## src/rtl/op_queue_sequencer_if.sv

```systemverilog
// Handshake bundle between the op source / processor and op_queue_sequencer.
// The op is carried as a packed Op_st image {opcode[39:32], x[31:16], y[15:0]}.
interface op_queue_sequencer_if #(
  parameter int DEPTH      = 8,
  parameter int COUNT_BITS = 16,
  parameter int OP_BITS    = 40
);
  localparam int LEVEL_BITS = $clog2(DEPTH) + 1;

  logic                  clk_en;
  logic [OP_BITS-1:0]    in_op;
  logic                  in_valid;
  logic                  in_rdy;
  logic [1:0]            mode;
  logic                  step;
  logic                  flush;
  logic [OP_BITS-1:0]    proc_op;
  logic                  proc_trigger;
  logic                  proc_rdy;
  logic [LEVEL_BITS-1:0] level;
  logic                  busy;
  logic [COUNT_BITS-1:0] done_count;
  logic                  timeout;

  // Sequencer side
  modport slave (
    input  clk_en, in_op, in_valid, mode, step, flush, proc_rdy,
    output in_rdy, proc_op, proc_trigger, level, busy, done_count, timeout
  );

  // Source / processor side
  modport master (
    output clk_en, in_op, in_valid, mode, step, flush, proc_rdy,
    input  in_rdy, proc_op, proc_trigger, level, busy, done_count, timeout
  );
endinterface

```

## src/rtl/op_queue_sequencer.sv

```systemverilog
// Op queue and issue sequencer: buffers DEPTH ops, issues them one at a time
// over trigger/rdy, with run/pause/step modes, flush, done counter and watchdog.
module op_queue_sequencer #(
  parameter int DEPTH          = 8,
  parameter int COUNT_BITS     = 16,
  parameter int TIMEOUT_CYCLES = 0,
  parameter int OP_BITS        = 40
) (
  input  logic                  clk,
  input  logic                  reset,
  op_queue_sequencer_if.slave   bus
);
  localparam int AW = $clog2(DEPTH);
  localparam int LW = AW + 1;

  typedef enum logic [1:0] {IDLE, ISSUE, WAIT, HALT} state_t;

  state_t                state;
  state_t                state_next;
  logic [OP_BITS-1:0]    mem [DEPTH];
  logic [AW-1:0]         rd_ptr;
  logic [AW-1:0]         wr_ptr;
  logic [LW-1:0]         level_q;
  logic [OP_BITS-1:0]    proc_op_q;
  logic                  trigger_q;
  logic                  busy_q;
  logic [COUNT_BITS-1:0] done_q;
  logic                  timeout_q;
  logic                  step_pending;
  logic [31:0]           wd_count;

  logic                  in_rdy_int;
  logic                  push;
  logic                  permit;
  logic                  wd_hit;
  logic                  issue;
  logic                  accept;
  logic                  complete;
  logic                  fire;

  assign in_rdy_int = (level_q != LW'(DEPTH)) && !timeout_q;
  assign push       = bus.in_valid && in_rdy_int && !bus.flush;
  assign permit     = (bus.mode == 2'd0) || ((bus.mode == 2'd2) && step_pending);
  assign wd_hit     = (TIMEOUT_CYCLES != 0) && ((wd_count + 32'd1) == 32'(TIMEOUT_CYCLES));

  assign bus.in_rdy       = in_rdy_int;
  assign bus.proc_op      = proc_op_q;
  assign bus.proc_trigger = trigger_q;
  assign bus.level        = level_q;
  assign bus.busy         = busy_q;
  assign bus.done_count   = done_q;
  assign bus.timeout      = timeout_q;

  // Next-state decode; flush blocks an issue, watchdog beats normal progress
  always_comb begin
    state_next = state;
    issue      = 1'b0;
    accept     = 1'b0;
    complete   = 1'b0;
    fire       = 1'b0;
    case (state)
      IDLE: begin
        if ((level_q != '0) && bus.proc_rdy && permit && !bus.flush) begin
          state_next = ISSUE;
          issue      = 1'b1;
        end
      end
      ISSUE: begin
        if (wd_hit) begin
          state_next = HALT;
          fire       = 1'b1;
        end else if (!bus.proc_rdy) begin
          state_next = WAIT;
          accept     = 1'b1;
        end
      end
      WAIT: begin
        if (wd_hit) begin
          state_next = HALT;
          fire       = 1'b1;
        end else if (bus.proc_rdy) begin
          state_next = IDLE;
          complete   = 1'b1;
        end
      end
      HALT: state_next = HALT;
      default: state_next = IDLE;
    endcase
  end

  // State register, frozen while clk_en is low
  always_ff @(posedge clk or posedge reset) begin
    if (reset) begin
      state <= IDLE;
    end else if (bus.clk_en) begin
      state <= state_next;
    end
  end

  // Queue storage; contents need no reset since level gates every read
  always_ff @(posedge clk) begin
    if (bus.clk_en && push) begin
      mem[wr_ptr] <= bus.in_op;
    end
  end

  // Pointers, level, issue outputs, counters and watchdog
  always_ff @(posedge clk or posedge reset) begin
    if (reset) begin
      rd_ptr       <= '0;
      wr_ptr       <= '0;
      level_q      <= '0;
      proc_op_q    <= '0;
      trigger_q    <= 1'b0;
      busy_q       <= 1'b0;
      done_q       <= '0;
      timeout_q    <= 1'b0;
      step_pending <= 1'b0;
      wd_count     <= '0;
    end else if (bus.clk_en) begin
      if (push) begin
        wr_ptr <= wr_ptr + AW'(1);
      end
      if (bus.flush) begin
        rd_ptr  <= wr_ptr;
        level_q <= '0;
      end else begin
        if (issue) begin
          rd_ptr <= rd_ptr + AW'(1);
        end
        level_q <= level_q + LW'(push) - LW'(issue);
      end
      if (issue) begin
        proc_op_q <= mem[rd_ptr];
        trigger_q <= 1'b1;
      end else if (accept || fire) begin
        trigger_q <= 1'b0;
      end
      busy_q <= (state_next == ISSUE) || (state_next == WAIT);
      if (complete) begin
        done_q <= done_q + COUNT_BITS'(1);
      end
      if (fire) begin
        timeout_q <= 1'b1;
      end
      step_pending <= (bus.mode == 2'd2) && (bus.step || (step_pending && !issue));
      if (issue) begin
        wd_count <= '0;
      end else if ((state == ISSUE) || (state == WAIT)) begin
        wd_count <= wd_count + 32'd1;
      end
    end
  end
endmodule
```

## src/flat_wrapper.sv

```systemverilog
// flat-port wrapper written by rule: the top's interface ports become plain ports
module op_queue_sequencer_flat 
#(
  parameter int DEPTH          = 8,
  parameter int COUNT_BITS     = 16,
  parameter int TIMEOUT_CYCLES = 0,
  parameter int OP_BITS        = 40
)
  (clk, reset, bus_clk_en, bus_in_op, bus_in_valid, bus_mode, bus_step, bus_flush, bus_proc_rdy, bus_in_rdy, bus_proc_op, bus_proc_trigger, bus_level, bus_busy, bus_done_count, bus_timeout);
  op_queue_sequencer_if #(.DEPTH(DEPTH), .COUNT_BITS(COUNT_BITS), .OP_BITS(OP_BITS)) bus_i ();
  input  logic clk;
  input  logic reset;
  input wire logic [$bits(bus_i.clk_en)-1:0] bus_clk_en;
  input wire logic [$bits(bus_i.in_op)-1:0] bus_in_op;
  input wire logic [$bits(bus_i.in_valid)-1:0] bus_in_valid;
  input wire logic [$bits(bus_i.mode)-1:0] bus_mode;
  input wire logic [$bits(bus_i.step)-1:0] bus_step;
  input wire logic [$bits(bus_i.flush)-1:0] bus_flush;
  input wire logic [$bits(bus_i.proc_rdy)-1:0] bus_proc_rdy;
  output wire logic [$bits(bus_i.in_rdy)-1:0] bus_in_rdy;
  output wire logic [$bits(bus_i.proc_op)-1:0] bus_proc_op;
  output wire logic [$bits(bus_i.proc_trigger)-1:0] bus_proc_trigger;
  output wire logic [$bits(bus_i.level)-1:0] bus_level;
  output wire logic [$bits(bus_i.busy)-1:0] bus_busy;
  output wire logic [$bits(bus_i.done_count)-1:0] bus_done_count;
  output wire logic [$bits(bus_i.timeout)-1:0] bus_timeout;
  assign bus_i.clk_en = bus_clk_en;
  assign bus_i.in_op = bus_in_op;
  assign bus_i.in_valid = bus_in_valid;
  assign bus_i.mode = bus_mode;
  assign bus_i.step = bus_step;
  assign bus_i.flush = bus_flush;
  assign bus_i.proc_rdy = bus_proc_rdy;
  assign bus_in_rdy = bus_i.in_rdy;
  assign bus_proc_op = bus_i.proc_op;
  assign bus_proc_trigger = bus_i.proc_trigger;
  assign bus_level = bus_i.level;
  assign bus_busy = bus_i.busy;
  assign bus_done_count = bus_i.done_count;
  assign bus_timeout = bus_i.timeout;
  op_queue_sequencer #(.DEPTH(DEPTH), .COUNT_BITS(COUNT_BITS), .TIMEOUT_CYCLES(TIMEOUT_CYCLES), .OP_BITS(OP_BITS)) u_core (.clk(clk), .reset(reset), .bus(bus_i));
endmodule
```

## config.mk

```make
export PLATFORM = sky130hd
export DESIGN_NAME = op_queue_sequencer_flat
export DESIGN_NICKNAME = d
export VERILOG_FILES = /design/src/rtl/op_queue_sequencer_if.sv /design/src/rtl/op_queue_sequencer.sv /design/src/flat_wrapper.sv
export SDC_FILE = /design/constraint.sdc
export NUM_CORES = 1
export LEC_CHECK = 0
export BUFFER_PORTS_ARGS = -buffer_cell sky130_fd_sc_hd__buf_2
export CAP_MARGIN = 20
export CORE_MARGIN = 1.5
export CORE_UTILIZATION = 57
export DETAILED_ROUTE_END_ITERATION = 6
export GPL_TIMING_DRIVEN = 0
export HOLD_SLACK_MARGIN = 0.05
export PLACE_DENSITY = 0.88
export REMOVE_ABC_BUFFERS = 1
export SLEW_MARGIN = 15
export SYNTH_ARGS = -nofsm -noshare
export SYNTH_HDL_FRONTEND = slang
export SYNTH_SLANG_ARGS = --single-unit
```

## constraint.sdc

```tcl
create_clock -name clk -period 6.32 [get_ports clk]
set_input_delay 0.948 -clock clk [delete_from_list [all_inputs] [get_ports clk]]
set_output_delay 0.948 -clock clk [all_outputs]
set_load 0.05 [all_outputs]
```

==> key figures, run 1 <==
Clocking
  • Post CTS Setup Buffer Count: 0
  • CTS root buf: clkbuf_16
  • CTS H-tree depth: 2
  • Clk slew on worst S/H paths: 0.06 ns
  • Clk Latency, worst-skew pair: ~0.54 ns
  • Clock Sinks: 391
  • Num CTS Buffers: 38
  • Hold Buf Count CTS: 0
  • CTS tree: built
  • Cts repair resizes: 0
  • Longest Clk Path Bufs: 3

Setup path
  • CP peak stage delay: 0.61 ns
  • Buffers and inverters on the worst path: 4
  • Crit path DAT: 3.40 ns
  • Setup CP Type: reg2reg
  • Slowest-stage cell, CP: nor3_2
  • Worst path top cell family by delay: simple AND/OR/NAND/NOR gates
  • Crit end category: register
  • Top cell by count, worst path: buf_4
  • Critical-path maximum fanout: 8
  • CP Cell Sequence: inv_1, ha_1, or3b_1, and4_1, nand2_1, nor3_2, buf_4, buf_4, buf_6
  • CP Launch Type: register
  • CP required: 6.56 ns

Placement
  • DP Cell Count: 1198
  • Gp weighted congestion: 0.7969
  • Port Buffer Count: 111
  • Post-DP HPWL: 18.36 mm

Detailed routing
  • # DRC: 0
  • WL per Instance: 24.62 µm
  • DR iter-0 viols: 816
  • Total routed wirelength: between 30 and 40 mm
  • DR pass1 iterations: 7
  • Vias/cell: 6.005
  • Post-route ant nets: 0
  • Vias: 7638

Yosys
  • Syn. warnings: 0
  • Top-area cell type share of the netlist area: 64.15%
  • Netlist cell types: 48
  • Ranking of synthesized cells by area: edfxtp_1, mux4_2, dfrtp_1
  • FF+latch count, synth: 391
  • Syn Inst Count: 759
  • Post-Syn Area: 14980 µm²
  • Mean Syn Cell Area: between 15 and 20 µm²
  • Register area share after synthesis: between 70% and 80%
  • Post-synth top area cell: edfxtp_1

Status
  • Status: finished, final reports clean

Power and ir drop
  • Max IR drop VDD: 0.3522 mV
  • Internal power: about 5 mW
  • Total chip power: 7.379 mW
  • Seq pwr share: 43.7%
  • Combinational share of power: 25.9%
  • Sw Pwr: 2.297 mW
  • Power density cells: 419.4 nW/µm²
  • Clock Power Share: 30.5%
  • Lkg Pwr: 6.419 nW
  • Fraction of power spent switching nets: 31.12%

Timing
  • Max Clock Freq: 317.0 MHz
  • Max Clock Skew: 0.01455 ns
  • Worst slew pin tran: 0.8803 ns
  • Final setup viols: 0
  • Final slew viol count: 0
  • WHS: 0.3745 ns
  • Fin crit period: 3.154 ns
  • Final hold vios: 0
  • Final worst-path cycle share: 49.91%
  • Slew HR: 41.31%
  • RSZ-0062 raised after global routing: false

Die
  • Initial Utilization: 57.81%
  • Die width: roughly 170 µm
  • IO Pins: 113
  • Core area: about 26000 µm²
  • Die ar.: around 27000 µm²
  • Rows: 59
  • Die Span Y: 165.1 µm

Job
  • Maxcap violations: 0

Global routing
  • Largest net degree at the start of global routing: 55
  • Initial antenna violation count: 7
  • First-pass GRT wire length: 46.81 mm
  • Met3 usage: 4.296%
  • Vias in the first global route: 7928
  • Met1 Usage GRT: between 30% and 40%
  • GRT met2 Usage: 40.55%
  • Gr ovfl total: 0
  • Total GRT Usage: about a quarter
  • GRT busiest layer: met2

Cells and area
  • Commonest cells after routing, fill and taps aside: edfxtp_1, buf_2, mux4_2
  • Area Overhead vs Synth: 17.46%
  • Nets: roughly 960
  • Layout cells sized above 1: 31.44%
  • Post-Layout Cell Count: 1272
  • Fin util: 67.90%
  • Commonest non-fill, non-tap cell in the layout: edfxtp_1

Min path
  • Hold Crit Class: in2async
[area by class of cell]
| cell class | instances | area [µm²] |
|---|---|---|
| Antenna cell | 5 | 12.51 |
| Multi-Input combinational cell | 318 | 3432 |
| Sequential cell | 391 | 11390 |
| Fill cell | 1580 | 8317 |
| Timing Repair Buffer | 140 | 1033 |
| Inverter | 14 | 57.56 |
| Tap cell | 335 | 419.2 |
| Clock inverter | 22 | 230.2 |
| Clock buffer | 47 | 1016 |
[flip-flops by register name, indices dropped and copies added, names as in the netlist]
name,cells
u_core.rd_ptr,3
u_core.state,2
u_core.mem,320
u_core.bus.level,4
u_core.bus.proc_op,40
u_core.step_pending,1
u_core.bus.proc_trigger,1
u_core.bus.busy,1
u_core.wr_ptr,3
u_core.bus.done_count,16
[power groups by stage]
stage	Combinational [mW]	Clock, mW	Sequential [mW]
floorplan	0.865	0	3.82
global route	2.03	2.36	3.25
CTS	1.94	2.27	3.23
global placement	1.74	0	3.40
finish	1.91	2.25	3.22
detailed placement	1.90	0	3.27
[stage by stage]
stage	TNS, ns	worst slack, ns	instance area [µm²]
after floorplan	0	1.165	14820
after global placement	-104.71	-1.351	15790
after detailed placement	0	2.854	16340
after CTS	0	3.184	17580
after global routing	0	2.964	17590
final	0	3.166	17590
[worst reg2reg max path, delay by kind of cell, from the launching register on]
family                   cells  cell delay (ns)
AND/OR/NAND/NOR              4             1.49
flip-flops                   1             0.34
buffers and inverters        4             0.83
adder cells (fa/ha/maj)      1             0.20
[synthesized netlist by cell type, drive strengths merged]
master / number
or3: 2
and4b: 1
xor2: 5
nand3: 3
and3: 5
o211ai: 1
nor3: 2
o22ai: 3
nor2: 10
nor4: 1
a31oi: 3
and4: 3
a22o: 1
conb: 1
o22a: 1
o31ai: 1
fa: 1
nand4b: 1
o32ai: 1
or3b: 2
edfxtp: 320
a21o: 1
mux2: 1
a32o: 1
ha: 8
clkbuf: 16
a21oi: 4
mux2i: 40
nand4: 5
mux4: 80
o2bb2ai: 1
nand2b: 5
or2b: 1
nand2: 63
dfrtp: 71
xnor2: 14
buf: 20
or4: 1
o21ai: 44
or2: 1
inv: 14
[path summary, 6_finish.rpt]
kind / from / endpoint / slack [ns] / cells after the start
worst max-delay path: u_core.bus.level[2]$_DFFE_PP0P_ / u_core.mem[1][29]$_DFFE_PP_ / 3.17 / 9
worst min-delay path: reset / u_core.bus.proc_op[13]$_DFFE_PP0P_ / 0.37 / 2
worst max register to register: u_core.bus.level[2]$_DFFE_PP0P_ / u_core.mem[1][29]$_DFFE_PP_ / 3.17 / 9
worst min register to register: u_core.bus.proc_op[38]$_DFFE_PP0P_ / u_core.bus.proc_op[38]$_DFFE_PP0P_ / 0.47 / 2
max in group asynchronous: reset / u_core.rd_ptr[0]$_DFFE_PP0P_ / 5.33 / 3
min in group clk: u_core.bus.proc_op[38]$_DFFE_PP0P_ / u_core.bus.proc_op[38]$_DFFE_PP0P_ / 0.47 / 2
[kinds of logic after synthesis]
kind of cell | share of synthesized area, %
other cells | 0.02503
simple gates | 3.475
fa+ha+maj | 0.8019
xor+xnor | 1.161
compound gates | 2.306
flops | 76.01
buf+inv | 1.445
mux | 14.78
[per-layer routing]
layer / part of all wire, % / wire length, µm
met1: 39 / 12290
met2: 51 / 16120
met3: 6.5 / 2029
met4: 2.7 / 850
met5: 0.086 / 27
Power figures use the tool's default switching activity.
==> inputs of run 2 (changes only) <==
CORE_UTILIZATION = 54   (was 57)
clock period = 2.9 ns   (was 6.32 ns; I/O delays follow)
==> run 2 against run 1 <==
Wire length fell by 3.9%. Clock power up 120%. Clock skew is 0.0072 ns higher. Count of clock-buffer cells in the layout is 2 higher. Combinational power is 120% higher. Cell count up 3.4%. Total power grew 120%. Largest cell class unchanged. Largest power group unchanged.
==> key figures, run 2 (same netlist as run 1, synthesis figures left out) <==
Timing
  • Final hold vios: 0
  • RSZ-0062 raised after global routing: true
  • Worst slew pin tran: 0.8387 ns
  • Final setup viols: 0
  • Max Clock Freq: 362.6 MHz
  • Fin crit period: 2.758 ns
  • Final worst-path cycle share: approximately 95%
  • Final slew viol count: 0
  • Slew HR: 43.95%
  • Max Clock Skew: between 0.02 and 0.025 ns

Cells and area
  • Layout cells sized above 1: 31.99%
  • Commonest non-fill, non-tap cell in the layout: edfxtp_1
  • Fin util: 65.43%
  • Largest register FFs: 320
  • Filler Cell Count: 1754
  • Top reg by flops: u_core.mem
  • Commonest cells after routing, fill and taps aside: edfxtp_1, buf_2, mux4_2
  • Multi-input logic area: 3447 µm²
  • Area Overhead vs Synth: 18.38%
  • FF/Latch Area: 11390 µm²
  • Nets: 970

Min path
  • Hold Crit Class: in2reg

Placement
  • Port Buffer Count: 111
  • Post-DP HPWL: ~18 mm
  • Gp weighted congestion: 0.7515

Die
  • Core area: 27100 µm²
  • IO Pins: 113
  • Die ar.: between 20000 and 30000 µm²
  • Initial Utilization: 55.27%
  • Die Span Y: ~170 µm
  • Rows: 60
  • Die width: approximately 170 µm

Global routing
  • Initial antenna violation count: 3
  • GRT met2 Usage: 37.57%
  • Vias in the first global route: a little under 8000
  • First-pass GRT wire length: ~46 mm
  • Largest net degree at the start of global routing: 46
  • Met3 usage: about 4%
  • Met1 Usage GRT: 28.74%
  • Gr ovfl total: 0
  • Total GRT Usage: 21.63%
  • GRT busiest layer: met2

Clocking
  • Clk slew on worst S/H paths: roughly 0.06 ns
  • CTS tree: built
  • Longest Clk Path Bufs: 3
  • Clk Latency, worst-skew pair: approximately 0.54 ns
  • Clock Sinks: ~390
  • Num CTS Buffers: 39
  • CTS H-tree depth: 2
  • CTS root buf: clkbuf_16

Detailed routing
  • Vias: between 7000 and 8000
  • DR pass1 iterations: 5
  • Total routed wirelength: 30.09 mm
  • Vias/cell: around 5.8
  • Post-route ant nets: 0
  • # DRC: 0
  • WL per Instance: 22.88 µm
  • DR iter-0 viols: 601

Setup path
  • CP Launch Type: register
  • Crit end category: register
  • Setup CP Type: reg2reg
  • Crit path DAT: 2.97 ns
  • CP required: ~3.1 ns
  • Critical-path maximum fanout: 20

Power and ir drop
  • Total chip power: 16.04 mW
  • Max IR drop VDD: approximately 0.62 mV
  • Lkg Pwr: 6.465 nW
  • Power density cells: 904.5 nW/µm²

Status
  • Status: finished, final reports clean

Job
  • Maxcap violations: 0
-- run 2: cell types whose count changed in the layout (fill, tap and decap cells not counted), moves of 2 or more --
cell	before	now
buf_4	8	11
buf_6	6	10
buf_8	2	0
diode_2	5	2
nor3_2	2	0
nor3_4	0	2
-- run 2: what timing repair did --
| item | in CTS | in global routing |
|---|---|---|
| pin swaps | 1 | 2 |
| buffers inserted | 1 | 5 |
| endpoints found under the setup margin | 31 | 50 |
| resized for setup | 2 | 1 |
| endpoints found under the hold margin | 28 | 0 |
| hold buffers | 1 | 0 |
-- run 2: per-layer routing --
| layer | share of wire [%] | up-vias |
|---|---|---|
| met5 | 0.076 | - |
| li1 | - | 3323 |
| met3 | 5.8 | 49 |
| met1 | 41 | 3988 |
| met4 | 1.6 | 4 |
| met2 | 51 | 266 |
-- run 2: final timing paths --
check	end	cells after the start	slack, ns	startpoint
worst max-delay path	u_core.mem[3][36]$_DFFE_PP_	8	0.14	u_core.bus.level[2]$_DFFE_PP0P_
worst min-delay path	u_core.mem[6][13]$_DFFE_PP_	1	0.17	bus_in_op[13]
worst max register to register	u_core.mem[3][36]$_DFFE_PP_	8	0.14	u_core.bus.level[2]$_DFFE_PP0P_
worst min register to register	u_core.bus.proc_op[27]$_DFFE_PP0P_	2	0.47	u_core.bus.proc_op[27]$_DFFE_PP0P_
max in group asynchronous	u_core.rd_ptr[0]$_DFFE_PP0P_	4	1.84	reset
min in group asynchronous	u_core.bus.proc_op[27]$_DFFE_PP0P_	3	0.46	reset
-- run 2: report_power, final --
group          switching, mW  leakage (nW)  total (mW)  internal (mW)
clock network           2.04         0.608        4.84           2.81
registers              0.407          3.81        7.01           6.60
logic                   2.54          2.04        4.19           1.64
total                   4.99          6.46        16.0           11.1
-- run 2: area by class of cell --
cell class	instances	share of cell area, %
multi-input combinational	318	19.44
clock buffer	49	5.828
inverter	14	0.3246
antenna	2	0.02822
sequential	391	64.25
clock inverter	21	1.143
tap	372	2.625
timing repair buffer	148	6.364
-- run 2: stage by stage --
stage / setup TNS [ns] / instance area (µm²) / cells / hold slack [ns] / setup slack, ns
3_5_place_dp: -1.673 / 16420 / 1236 / 0.4646 / -0.1621
2_1_floorplan: -517.42 / 14820 / 723 / 0.4774 / -2.255
4_1_cts: 0 / 17690 / 1308 / 0.1561 / 0.03912
5_1_grt: -0.01860 / 17730 / 1313 / 0.1661 / -0.01178
6_report: 0 / 17730 / 1315 / 0.1663 / 0.1421
3_3_place_gp: -1028.68 / 15840 / 1206 / 0.4587 / -4.344
-- run 2: worst max-delay path: stages, from the launching register on --
cell and delay (ns):
dfrtp_1 0.34, inv_1 0.08, ha_1 0.20, or3b_1 0.22, and4_1 0.40, nand2_1 0.31
nor2_4 0.45, buf_16 0.23, buf_12 0.21
==> inputs of run 3 (changes only) <==
GPL_TIMING_DRIVEN = unset   (was 0)
==> run 3 against run 2 <==
Worst setup slack better by 0.24 ns. Clock skew up 0.0069 ns. Via count is 0.31% higher. Total power increased by 0.21%. Maximum frequency increased by 9.4%. Sequential share of layout area grew 1.0 points. Count of clock-buffer cells in the layout up 4. Highest routed layer unchanged.
==> key figures, run 3 (same netlist as run 1, synthesis figures left out) <==
Setup path
  • FF-to-FF End: u_core.mem[4][30]$_DFFE_PP_
  • Setup CP Type: reg2reg
  • CP Launch Point: u_core.bus.level[2]$_DFFE_PP0P_
  • CP Cell Sequence: inv_1, ha_1, or3b_1, and4_1, nand2_1, nor2_4, buf_4
  • CP peak stage delay: between 0.4 and 0.5 ns
  • Crit end category: register
  • Reg2reg setup slack: ~0.38 ns
  • Crit path DAT: around 2.7 ns
  • CP Launch Type: register
  • Worst r2r src: u_core.bus.level[2]$_DFFE_PP0P_
  • Worst Setup EP: u_core.mem[4][30]$_DFFE_PP_
  • Critical-path maximum fanout: 28
  • Reg2Reg Depth: 7
  • Slowest-stage cell, CP: buf_4
  • CP required: 3.07 ns

Global routing
  • Largest net degree at the start of global routing: 60
  • Met1 Usage GRT: 28.62%
  • GRT met2 Usage: between 30% and 40%
  • First-pass GRT wire length: 46.50 mm
  • Total GRT Usage: roughly 22%
  • Initial antenna violation count: 4
  • Met3 usage: ~4.6%
  • Vias in the first global route: just under 8000
  • GRT busiest layer: met2
  • Gr ovfl total: 0

Die
  • Initial Utilization: 55.27%
  • IO Pins: 113
  • Core area: around 27000 µm²
  • Rows: 60
  • Die Span Y: 169.6 µm
  • Die ar.: 28750 µm²
  • Die width: roughly 170 µm

Cells and area
  • Top reg by flops: u_core.mem
  • Filler Cell Count: 1703
  • Area Overhead vs Synth: 16.50%
  • Commonest non-fill, non-tap cell in the layout: edfxtp_1
  • Nets: 963
  • Commonest cells after routing, fill and taps aside: edfxtp_1, buf_2, mux4_2
  • Post-Layout Cell Count: about 1300
  • Layout cells sized above 1: 31.23%
  • Fin area: around 17000 µm²
  • Largest register FFs: 320

Timing
  • Final hold vios: 0
  • Final slew viol count: 0
  • Setup TNS: 0 ns
  • Slew HR: 44.60%
  • Max Clock Freq: 396.7 MHz
  • RSZ-0062 raised after global routing: false
  • Max Clock Skew: 0.02861 ns
  • Final worst-path cycle share: about 87%
  • Final setup viols: 0
  • Worst slew pin tran: 0.8310 ns
  • Fin crit period: 2.521 ns

Placement
  • DP Cell Count: 1235
  • Post-DP HPWL: 18.01 mm
  • DP Area: 16180 µm²
  • Gp weighted congestion: 0.7903
  • Port Buffer Count: between 100 and 150

Clocking
  • Num CTS Buffers: 39
  • CTS H-tree depth: 2
  • Clk slew on worst S/H paths: 0.07 ns
  • Clk Latency, worst-skew pair: 0.55 ns
  • Clock Sinks: 391
  • CTS root buf: clkbuf_16
  • Cts repair resizes: 0
  • Post CTS Setup Buffer Count: 0
  • Longest Clk Path Bufs: 3
  • CTS tree: built

Detailed routing
  • # DRC: 0
  • DR iter-0 viols: 722
  • Vias: ~7700
  • Total routed wirelength: 30.37 mm
  • Post-route ant nets: 0
  • DR pass1 iterations: 5
  • WL per Instance: ~23 µm
  • Vias/cell: 5.852

Power and ir drop
  • Total chip power: ~16 mW
  • Max IR drop VDD: between 1 and 1.5 mV
  • Power density cells: 921.1 nW/µm²
  • Lkg Pwr: 6.346 nW

Status
  • Status: finished, final reports clean

Min path
  • Hold Crit Class: in2reg

Job
  • Maxcap violations: 0
## run 3: worst min path at each step
| stage | startpoint | to | slack (ns) | cells after the start |
|---|---|---|---|---|
| after detailed placement | u_core.bus.proc_op[5]$_DFFE_PP0P_ | u_core.bus.proc_op[5]$_DFFE_PP0P_ | 0.46 | 2 |
| final | bus_in_op[14] | u_core.mem[6][14]$_DFFE_PP_ | 0.17 | 1 |
| after floorplan | u_core.step_pending$_DFFE_PP0P_ | u_core.step_pending$_DFFE_PP0P_ | 0.48 | 1 |
| after global placement | u_core.bus.proc_op[5]$_DFFE_PP0P_ | u_core.bus.proc_op[5]$_DFFE_PP0P_ | 0.46 | 2 |
| after global routing | bus_in_op[14] | u_core.mem[2][14]$_DFFE_PP_ | 0.15 | 1 |
| after CTS | bus_in_op[14] | u_core.mem[6][14]$_DFFE_PP_ | 0.15 | 1 |
## run 3: where the power goes
part	total [mW]	internal, mW	switching, mW
sequential	7.04	6.60	0.438
combinational	4.11	1.57	2.54
clock	4.92	2.84	2.08
total	16.1	11.0	5.06
## run 3: stage by stage
step                worst slack [ns]  hold slack [ns]  utilization (%)
finish                        0.3792           0.1676            64.40
detailed placement            0.4585           0.4644            59.70
CTS                           0.3985           0.1466            64.39
floorplan                     -2.255           0.4774                -
global route                  0.2459           0.1533            64.40
global placement              0.5416           0.4562            59.70
## run 3: layout make-up
type | instances | area (µm²) | area share [%]
multi-input combinational | 318 | 3432 | 19.67
clock buffer | 53 | 1049 | 6.008
sequential | 391 | 11390 | 65.29
inverter | 14 | 53.80 | 0.3083
clock inverter | 18 | 210.2 | 1.204
tap | 372 | 465.4 | 2.667
timing repair buffer | 141 | 845.8 | 4.847
antenna | 1 | 2.502 | 0.01434
## run 3: critical path: cells and delay by family, from the launching register on
kind	cells	cell delay, ns
AND/OR/NAND/NOR	4	1.11
buffers and inverters	2	0.50
flip-flops	1	0.33
adder cells (fa/ha/maj)	1	0.19
## run 3: layer usage
metal	routed length, µm	vias to the layer above
met3	2028	53
met1	12100	3956
li1	-	3301
met4	555	6
met5	26	-
met2	15670	338
## run 3: what timing repair did
item	in CTS	in global routing
endpoints found under the setup margin	0	0
endpoints found under the hold margin	33	0
hold buffers	1	0
